[src/rtl/lab_scan_pkg.sv]
// -----------------------------------------------------------------------------
// lab_scan_pkg
//   Shared definitions for the truth-table scanner:
//     - scan_state_t : FSM states IDLE / SETTLE / DONE
//     - MAX_NUM_IN   : largest supported number of swept inputs
//     - MAX_SETTLE   : largest supported settle time per vector (cycles)
//     - CNT_W        : width of the settle counter, sized for MAX_SETTLE
// -----------------------------------------------------------------------------
package lab_scan_pkg;

  localparam int MAX_NUM_IN = 4;
  localparam int MAX_SETTLE = 15;
  localparam int CNT_W      = $clog2(MAX_SETTLE + 1);

  typedef enum logic [1:0] {
    IDLE   = 2'd0,
    SETTLE = 2'd1,
    DONE   = 2'd2
  } scan_state_t;

endpackage : lab_scan_pkg

[src/rtl/lab_popcount.sv]
// -----------------------------------------------------------------------------
// lab_popcount
//   Purely combinational population count.
//   Ports:
//     i_bits  [WIDTH-1:0]           : vector to count
//     o_count [$clog2(WIDTH+1)-1:0] : number of ones in i_bits
// -----------------------------------------------------------------------------
module lab_popcount #(
  parameter int WIDTH = 16
) (
  input  logic [WIDTH-1:0]             i_bits,
  output logic [$clog2(WIDTH+1)-1:0]   o_count
);

  localparam int CW = $clog2(WIDTH + 1);

  // NOTE: a combinational block assigns a default before any conditional or
  // looped update, so no path leaves o_count unassigned and no latch appears.
  always_comb begin
    o_count = '0;
    for (int i = 0; i < WIDTH; i++) begin
      o_count = o_count + CW'(i_bits[i]);
    end
  end

endmodule : lab_popcount

[src/rtl/truth_table_scanner.sv]
// -----------------------------------------------------------------------------
// truth_table_scanner
//   Sweeps every input combination of a small combinational stage, holds each
//   vector for SETTLE_CYCLES clocks, samples the stage output into a captured
//   truth table and compares it against a golden table.
//   Ports:
//     clk          : clock, all state changes on the rising edge
//     rst          : asynchronous active-high reset
//     start        : scan request (ignored while busy)
//     vec          : drives the stage inputs; vec[NUM_IN-1] is the first input
//     dut_out      : stage output
//     exp_table    : golden table, bit i = expected output for vec == i
//     table_q      : captured table, bit i = dut_out sampled with vec == i
//     busy         : high while a scan is in progress
//     done         : one-cycle pulse when table_q/match/mismatch_cnt are valid
//     match        : table_q == exp_table, registered on entry to DONE
//     mismatch_cnt : popcount(table_q ^ exp_table), registered on entry to DONE
// -----------------------------------------------------------------------------
module truth_table_scanner
  import lab_scan_pkg::*;
#(
  parameter int NUM_IN        = 4,
  parameter int SETTLE_CYCLES = 2
) (
  input  logic                   clk,
  input  logic                   rst,
  input  logic                   start,
  output logic [NUM_IN-1:0]      vec,
  input  logic                   dut_out,
  input  logic [2**NUM_IN-1:0]   exp_table,
  output logic [2**NUM_IN-1:0]   table_q,
  output logic                   busy,
  output logic                   done,
  output logic                   match,
  output logic [NUM_IN:0]        mismatch_cnt
);

  localparam int                TBL_W    = 2 ** NUM_IN;
  localparam logic [NUM_IN-1:0] LAST_VEC = '1;
  localparam logic [CNT_W-1:0]  CNT_LOAD = CNT_W'(SETTLE_CYCLES - 1);

  scan_state_t        r_state;
  logic [NUM_IN-1:0]  r_vec;
  logic [CNT_W-1:0]   r_cnt;
  logic [TBL_W-1:0]   r_table_q;
  logic               r_busy;
  logic               r_done;
  logic               r_match;
  logic [NUM_IN:0]    r_mismatch_cnt;

  logic [TBL_W-1:0]   w_table_final;
  logic [TBL_W-1:0]   w_diff;
  logic [NUM_IN:0]    w_mismatch_cnt;

  // The result registered on entry to DONE must include the bit sampled on
  // that very edge, which r_table_q does not hold yet. Overlay the live sample
  // at the current index. dut_out only reaches register inputs this way, never
  // an output port.
  always_comb begin
    w_table_final        = r_table_q;
    w_table_final[r_vec] = dut_out;
  end

  assign w_diff = w_table_final ^ exp_table;

  lab_popcount #(
    .WIDTH (TBL_W)
  ) u_popcount (
    .i_bits  (w_diff),
    .o_count (w_mismatch_cnt)
  );

  // NOTE: clocked state uses non-blocking assignments so every register sees
  // the pre-edge values of the others, matching real flip-flop behaviour.
  always_ff @(posedge clk or posedge rst) begin
    if (rst) begin
      // NOTE: the captured table is a plain register bank rather than a
      // memory, so it is cleared along with the rest of the state.
      r_state        <= IDLE;
      r_vec          <= '0;
      r_cnt          <= '0;
      r_table_q      <= '0;
      r_busy         <= 1'b0;
      r_done         <= 1'b0;
      r_match        <= 1'b0;
      r_mismatch_cnt <= '0;
    end else begin
      // done is a pulse; it is only re-armed on the edge that enters DONE.
      r_done <= 1'b0;

      case (r_state)
        IDLE, DONE: begin
          if (start) begin
            r_state <= SETTLE;
            r_vec   <= '0;
            r_busy  <= 1'b1;
            r_cnt   <= CNT_LOAD;
          end else begin
            r_state <= IDLE;
          end
        end

        // start is deliberately not looked at here: requests while busy drop.
        SETTLE: begin
          if (r_cnt == '0) begin
            r_table_q[r_vec] <= dut_out;
            if (r_vec != LAST_VEC) begin
              r_vec <= r_vec + 1'b1;
              r_cnt <= CNT_LOAD;
            end else begin
              // vec stays at LAST_VEC until the next scan starts.
              r_state        <= DONE;
              r_busy         <= 1'b0;
              r_done         <= 1'b1;
              r_match        <= (w_diff == '0);
              r_mismatch_cnt <= w_mismatch_cnt;
            end
          end else begin
            r_cnt <= r_cnt - 1'b1;
          end
        end

        default: begin
          r_state <= IDLE;
        end
      endcase
    end
  end

  assign vec          = r_vec;
  assign table_q      = r_table_q;
  assign busy         = r_busy;
  assign done         = r_done;
  assign match        = r_match;
  assign mismatch_cnt = r_mismatch_cnt;

endmodule : truth_table_scanner

[config.mk]
export PLATFORM = sky130hd
export DESIGN_NAME = truth_table_scanner
export DESIGN_NICKNAME = d
export VERILOG_FILES = /design/src/rtl/lab_scan_pkg.sv /design/src/rtl/lab_popcount.sv /design/src/rtl/truth_table_scanner.sv
export SDC_FILE = /design/constraint.sdc
export NUM_CORES = 1
export LEC_CHECK = 0
export CAP_MARGIN = 30
export CORE_AREA = 2 2 86 88
export CTS_CLUSTER_DIAMETER = 150
export DETAILED_ROUTE_END_ITERATION = 8
export DIE_AREA = 0 0 88 90
export DONT_BUFFER_PORTS = 1
export MAX_ROUTING_LAYER = met4
export PLACE_DENSITY = 0.58
export SETUP_SLACK_MARGIN = 0.05
export SLEW_MARGIN = 20
export SYNTH_ARGS = -nofsm -noshare
export SYNTH_HDL_FRONTEND = slang
export SYNTH_SLANG_ARGS = --single-unit
[constraint.sdc]
create_clock -name clk -period 13 [get_ports clk]
set_input_delay 2.6 -clock clk [delete_from_list [all_inputs] [get_ports clk]]
set_output_delay 2.6 -clock clk [all_outputs]
set_load 0.005 [all_outputs]
# Word-level counts from Yosys, hierarchy flattened
# Index checks and enable logic that the tools add are counted.
[op_classes]
n_addsub = 17
magnitude_cmp = 2
n_eq_ne = 8
n_mux = 22
bitwise_logic = 2
n_reduce_logical = 12
[op_table]
columns = ["operator", "count"]
rows = [
  ["$add 5x1->5", 14],
  ["$mux 4", 6],
  ["$bwmux 16", 1],
  ["$logic_not 16->1", 1],
  ["$pmux 4 s2", 2],
  ["$xor 16x16->16", 1],
  ["$mux 1", 8],
  ["$ne 2x2->1 const B", 4],
  ["$reduce_and 4->1", 2],
  ["$reduce_and 3->1", 2],
  ["$lt 4x5->1 const B", 1],
  ["$add 4x1->4 const B", 1],
  ["$demux 1 s4", 1],
  ["$ge 4x1->1 const B", 1],
  ["$logic_not 4->1", 1],
  ["$mux 2", 2],
  ["$ne 4x4->1 const B", 1],
  ["$pmux 2 s2", 1],
  ["$reduce_and 2->1", 2],
  ["$sub 4x1->4 const B", 1],
  ["$ne 3x3->1 const B", 1],
  ["$add 1x1->2", 1],
  ["$eq 2x1->1 const B", 1],
  ["$eq 2x2->1 const B", 1],
  ["6 further kinds", 6],
]
[totals]
regBits = 34
output_inout_bits = 28

# Depth between registers and ports, before layout
# Gate-level depths: netlist of the first run.
[depth]
depth_word = 21
mapped_depth = 21
mapped_depth_nobuf = 20

# Modules after synthesis
# Synthesis of the first run repeated with hierarchy kept, for this count alone.
[hier_totals]
hier_cells = 248
area_unflattened_um2 = 2438.6
[by_module_without_submodules]
columns = ["mod", "n_inst", "cells_per_inst", "area_per_inst_um2"]
rows = [
  ["truth_table_scanner", 1, 201, 2030.7],
  ["lab_popcount", 1, 47, 407.9],
]

# Worst setup path before layout of the first run
# OpenSTA, ideal clock, no wires.
[synth_path]
path_kind = "input -> register"
from = "input port dut_out"
to = "register r_mismatch_cnt[4], in the netlist mismatch_cnt[4]"
setup_ns = 0.083
t_arrival_ns = 6.931
required_time_ns = 12.917
setup_slack_ns = 5.987
stages = 16
cell_sequence = "clkbuf_1 clkbuf_1 mux2i_1 xnor2_1 inv_1 ha_1 inv_1 fa_1 fa_1 fa_1 fa_1 fa_1 fa_1 nor2b_1 o21ai_0 o21ai_0"
[synth_via]
elab_chain_cells = 17
[synth_lines]
columns = ["item", "line_no", "rtl"]
rows = [
  ["start: declaration", "truth_table_scanner.sv:29", "input logic dut_out,"],
  ["$bwmux 16 (*)", "truth_table_scanner.sv:61", "w_table_final[r_vec] = dut_out;"],
  ["$xor 16x16->16 (*)", "truth_table_scanner.sv:64", "assign w_diff = w_table_final ^ exp_table;"],
  ["$add 1x1->2", "lab_popcount.sv:22", "o_count = o_count + CW'(i_bits[i]);"],
  ["$add 5x1->5 (13 in a row)", "lab_popcount.sv:22", ""],
  ["$add 5x1->5 (*)", "lab_popcount.sv:22", ""],
  ["end signal: assignment", "truth_table_scanner.sv:116", "r_mismatch_cnt <= w_mismatch_cnt;"],
  ["end: declaration", "truth_table_scanner.sv:49", "logic [NUM_IN:0] r_mismatch_cnt;"],
]
# Mark *: on every way between the ends. The rest lies on a longest branch, timed or not.
# A chain may end at the register's enable or synchronous reset.

# Final worst setup path of the first run
# Same ends and word-level chain as after synthesis.

==> results of run 1 <==
logic make-up (layout without fill, tap and decap cells):
kind of cell | Yosys count | after routing | share of synthesized area, %
AOI/OAI and AO/OA | 15 | 15 | 3.97
buffers and inverters | 39 | 35 | 6.37
and+or+nand+nor | 71 | 71 | 16.4
DFF | 34 | 34 | 35.5
adders and majority gates | 23 | 23 | 15.1
xor gates and xnor gates | 22 | 22 | 8.04
muxes | 33 | 33 | 14.6
flip-flops by register name (all words and copies together), names as in the netlist:
name and cells:
vec 4, r_cnt 4, mismatch_cnt 5, match 1, done 1, busy 1
r_state 2, table_q 16
final timing paths:
check                                      from         endpoint  slack (ns)  cells past startpoint
max in group asynchronous                   rst       table_q[8]       10.37                      2
worst max-delay path                    dut_out  mismatch_cnt[4]        6.62                     14
worst min register to register  mismatch_cnt[3]  mismatch_cnt[3]        0.51                      2
worst min-delay path            mismatch_cnt[3]  mismatch_cnt[3]        0.51                      2
worst max register to register           vec[2]  mismatch_cnt[4]        7.65                     16
min in group asynchronous                   rst  mismatch_cnt[1]        2.29                      2
per-layer routing:
| metal | share of wire, % | up-vias | track usage (%) |
|---|---|---|---|
| met3 | 9.5 | 6 | 7.25 |
| met5 | 0 | - | - |
| met2 | 44 | 41 | 20.7 |
| met4 | 1.4 | 0 | 4.36 |
| met1 | 45 | 785 | 18.1 |
| li1 | - | 773 | - |
through the flow:
step	hold slack, ns	utilization [%]
after detailed placement	0.504	35.2
final	0.509	36.6
after floorplan	0.470	-
after CTS	0.520	36.6
after global routing	0.574	36.6
after global placement	0.495	35.2
cell type report:
type                            instances  area, um2  share of cell area, %
Inverter                               26       97.6                   3.80
Clock buffer                            6       82.6                   3.21
Clock inverter                          2       12.5                  0.487
Tap cell                               99        124                   4.82
Sequential cell                        34        851                   33.1
Multi-Input combinational cell        164       1390                   54.3
Timing Repair Buffer                    1       7.51                  0.292
cell usage after synthesis:
cell,n,area (um2)
buf_2,4,20.0
nand2b_1,2,12.5
clkbuf_2,1,5.00
nor2b_1,4,25.0
nand3_1,17,85.1
a21oi_1,3,15.0
dfrtp_1,34,851
inv_1,26,97.6
o31ai_1,1,7.51
o21ai_0,8,40.0
nor2_1,7,26.3
and2_1,1,6.26
nor2_8,1,20.0
clkbuf_1,8,30.0
or3b_4,1,11.3
or3_1,1,6.26
a21o_1,1,7.51
nor3_1,2,10.0
mux2i_1,17,170
fa_1,10,200
nand2_4,1,11.3
ha_1,13,163
xnor2_1,4,35.0
xor2_1,18,158
o32ai_1,1,8.76
and3_1,1,6.26
mux2_2,16,180
nor3b_1,3,22.5
nand4_1,3,18.8
o41ai_2,1,16.3
nand3b_1,8,60.1
nand2_1,19,71.3
critical path: stages:
cell     delay, ns
mux2i_1       0.14
xnor2_1       0.16
inv_1         0.06
ha_1          0.27
inv_1         0.05
fa_1          0.56
fa_1          0.44
fa_1          0.52
fa_1          0.52
fa_1          0.48
fa_1          0.43
nor2b_1       0.13
o21ai_0       0.07
o21ai_0       0.15
==> flow_metrics.tcl, run 1 <==
set metrics [dict create \
    worstPathMaxFanout 32 \
    maxSlewViolCount 0 \
    dr.first_iter.drc_count 80 \
    grt_pass1_vias 1657 \
    ys.warnings.count 0 \
    fin_crit_sh_pct 49.1 \
    viasPerCell 4.83 \
    num_vias 1605 \
    syn_inst 237 \
    grt_pass1_wl_mm 8.53 \
    clk_latency_ns 0.29 \
    syn-cell-area_um2 2400 \
    tns_ns 0 \
    hold_violations 0 \
    synth.distinct_cells 32 \
    cp-end-kind "register" \
    mostFrequentLayoutCells "dfrtp_1 (34), inv_1 (26), nand2_1 (19), xor2_1 (18)" \
    place_hpwl_mm 3.98 \
    place.gp.congestion 0.786 \
    tightest_slew_ns 0.679 \
    slew-limit-headroom_pct 54.4 \
    pre_cts_slack_ns 6.30 \
    clockBufferDepth 2 \
    drive_gt1_share_pct 12.4 \
    final.setup.worst_slack_ns 6.62 \
    diodes 0 \
    cts_root_buf "clkbuf_8" \
    first_pass_iters 4 \
    postPlaceCellArea_um2 2470 \
    syn-num-nets 280 \
    cp.required_ns 13.21 \
    start_kind "input port" \
    wirelength_mm 5.17 \
    detail_route.wl_per_cell_um 15.6 \
    status "complete, no violations" \
    die-area_um2 7920 \
    stdcell_count 332 \
    core_um2 7020 \
    ys_seq_elements 34 \
    clkTransAtPathRegs_ns 0.08 \
    die_w_um 88 \
    drc_errors 0 \
    cts_tree "built" \
    maxCapViolations 0 \
    initial_core_util_pct 34.1 \
    holdBufCountCts 0 \
    area_growth_syn_to_layout_pct 7.15 \
    die_h_um 90 \
    rsz0062_at_grt "false" \
    hp-class "reg2reg" \
    track_usage_pct 14.5 \
    cts.sinks 34 \
    setup_viol 0 \
    cts_max_level 2 \
    ant_nets 0 \
    rows 31 \
    post_cts_buffers 0 \
    io_pins 48 \
    crit_arrival_ns 6.59 \
    cts_made_buffers 5 \
    grt_max_degree 35 \
    finalNetCount 275 \
    io_buffers 0 \
    antenna_found_initial 0 \
    min_period_ns 6.38 \
    ys_seq_area_share_pct 35.5 \
    synth.avg_cell_area_um2 10.1 \
    dp_cells 324 \
    grt_overflow_total 0 \
    cts_resized 0 \
    critPathKind "in2reg" \
    fill_cells 742 \
    fmax_ghz 0.157 \
    design_area_um2 2570 \
    layout_commonest_cell "dfrtp_1" \
    fin_skew_ns 0.00750 \
]
Power of run 1 is left out: the tool's default activity adds up to more than one toggle a clock period on the data nets, which glitch-free logic cannot reach.
==> run 2: changes to the inputs <==
PLACE_DENSITY = 0.6   (was 0.58)
clock period = 5.85 ns   (was 13 ns; I/O delays follow)
==> run 2 against run 1 <==
Against the previous run:
- clock-buffer cell count is 1 higher
- final area up 1.6%
- sequential cell count unchanged
- critical path depth stayed put
- global-route usage is 0.12 points lower
- non-clock buffer count grew 4
- clock skew barely moved
- worst hold slack better by 0.0067 ns
- die area is the same
- via count rose by 0.44%
- sequential share of layout area shrank 0.52 points
- wire length increased by 2.2%
- critical path type is now reg2reg
- largest cell class unchanged
==> flow_metrics.tcl, run 2 (synthesis results as in run 1) <==
set metrics [dict create \
    status "complete, no violations" \
    clockBufferDepth 2 \
    area_growth_syn_to_layout_pct 8.87 \
    rsz0062_at_grt "false" \
    min_from "mismatch_cnt[3]" \
    grt_pass1_wl_mm 8.54 \
    crit_arrival_ns 5.27 \
    wl_met3_um 347 \
    die_w_um 88 \
    cp.required_ns 6.06 \
    initial_core_util_pct 34.1 \
    first_pass_iters 4 \
    r2r_cells 14 \
    path_cells "inv_1 > ha_1 > nor3b_1 > mux2i_1 > xor2_1 > fa_1 > fa_1 > fa_1 > fa_1 > fa_1 > fa_1 > nor2b_1 > o21ai_0 > o21ai_0" \
    setup_viol 0 \
    cp-end-kind "register" \
    fmax_ghz 0.198 \
    die_h_um 90 \
    cts_tree "built" \
    whs_path_depth 2 \
    post_cts_buffers 0 \
    die-area_um2 7920 \
    start_kind "register" \
    slew-limit-headroom_pct 52.4 \
    layout_commonest_cell "dfrtp_1" \
    wl_met1_mm 2.46 \
    ant_nets 0 \
    diodes 0 \
    r2r-start "vec[0]" \
    fill_cells 710 \
    maxCapViolations 0 \
    hp-class "reg2reg" \
    viasPerCell 4.80 \
    largest_reg_flops 16 \
    wl_met2_mm 2.42 \
    io_buffers 0 \
    hold_end "mismatch_cnt[3]" \
    cts_made_buffers 5 \
    place_hpwl_mm 4.05 \
    cts.sinks 34 \
    whs_ns 0.515 \
    grt_overflow_total 0 \
    fin_skew_ns 0.00785 \
    cp_common_cell "fa_1" \
    clkTransAtPathRegs_ns 0.08 \
    core_um2 7020 \
    maxUsedRoutingLayer "met4" \
    slowest_stage "fa_1" \
    hold_violations 0 \
    cts_root_buf "clkbuf_8" \
    wirelength_mm 5.29 \
    rr_endpoint "mismatch_cnt[4]" \
    detail_route.wl_per_cell_um 15.7 \
    place.gp.congestion 0.796 \
    dr.first_iter.drc_count 100 \
    mostFrequentLayoutCells "dfrtp_1 (34), inv_1 (26), nand2_1 (19), xor2_1 (18)" \
    drive_gt1_share_pct 13.1 \
    tightest_slew_ns 0.707 \
    maxSlewViolCount 0 \
    grt_max_degree 35 \
    track_usage_pct 14.4 \
    cts_max_level 2 \
    io_pins 48 \
    worstPathMaxFanout 8 \
    cpPeakStageDelay_ns 0.52 \
    grt_pass1_vias 1617 \
    rrSetupSlack_ns 0.79 \
    holdBufCountCts 0 \
    clk_latency_ns 0.29 \
    fin_crit_sh_pct 86.5 \
    drc_errors 0 \
    critPathKind "reg2reg" \
    final.setup.worst_slack_ns 0.787 \
    antenna_found_initial 0 \
    pre_cts_slack_ns 0.569 \
    cts_resized 0 \
    num_vias 1612 \
    tns_ns 0 \
    min_period_ns 5.06 \
    rows 31 \
    finalNetCount 279 \
]
-- run 2: changes by cell type in the layout (fill, tap and decap cells not counted) --
cell        previous run  this run
clkinvlp_4             1         0
buf_4                  1         5
clkbuf_8               6         5
bufinv_16              0         1
clkinv_2               1         0
clkbuf_1               0         2
-- run 2: metal layers --
metal | vias up | GRT usage, %
met2 | 45 | 21.0
li1 | 776 | -
met3 | 5 | 4.87
met4 | 0 | 3.85
met5 | - | -
met1 | 786 | 19.2
-- run 2: worst max path at each step --
stage	start	to	slack, ns	cells past startpoint
after floorplan	dut_out	mismatch_cnt[4]	0.27	16
after global placement	dut_out	mismatch_cnt[4]	0.69	14
after detailed placement	dut_out	mismatch_cnt[4]	0.57	14
after CTS	vec[0]	mismatch_cnt[4]	0.74	16
after global routing	vec[0]	mismatch_cnt[4]	0.34	16
final	vec[0]	mismatch_cnt[4]	0.79	14
-- run 2: stage by stage --
step	instance area [um2]	instances	util [%]
2_1_floorplan	2400	237	-
3_3_place_gp	2500	328	35.7
3_5_place_dp	2500	328	35.7
4_1_cts	2610	336	37.2
5_1_grt	2610	336	37.2
6_report	2610	336	37.2
-- run 2: cell type report --
cell class / count / area [um2] / share of cell area [%]
clock inverters: 1 / 30.0 / 1.15
multi-input cells: 164 / 1390 / 53.4
clock buffers: 7 / 76.3 / 2.92
repair buffers: 5 / 37.5 / 1.44
inverters: 26 / 97.6 / 3.74
flip-flops and latches: 34 / 851 / 32.6
well taps: 99 / 124 / 4.75
-- run 2: critical path: cells and delay by family, from the launching register on --
kind / cells / cell delay (ns)
XOR/XNOR: 1 / 0.27
AND/OR/NAND/NOR: 2 / 0.40
AO/OA/AOI/OAI: 2 / 0.20
flip-flops: 1 / 0.47
adder cells (fa/ha/maj): 7 / 3.23
multiplexers: 1 / 0.27
buffers and inverters: 1 / 0.12
Power of run 2 is left out for the same reason.
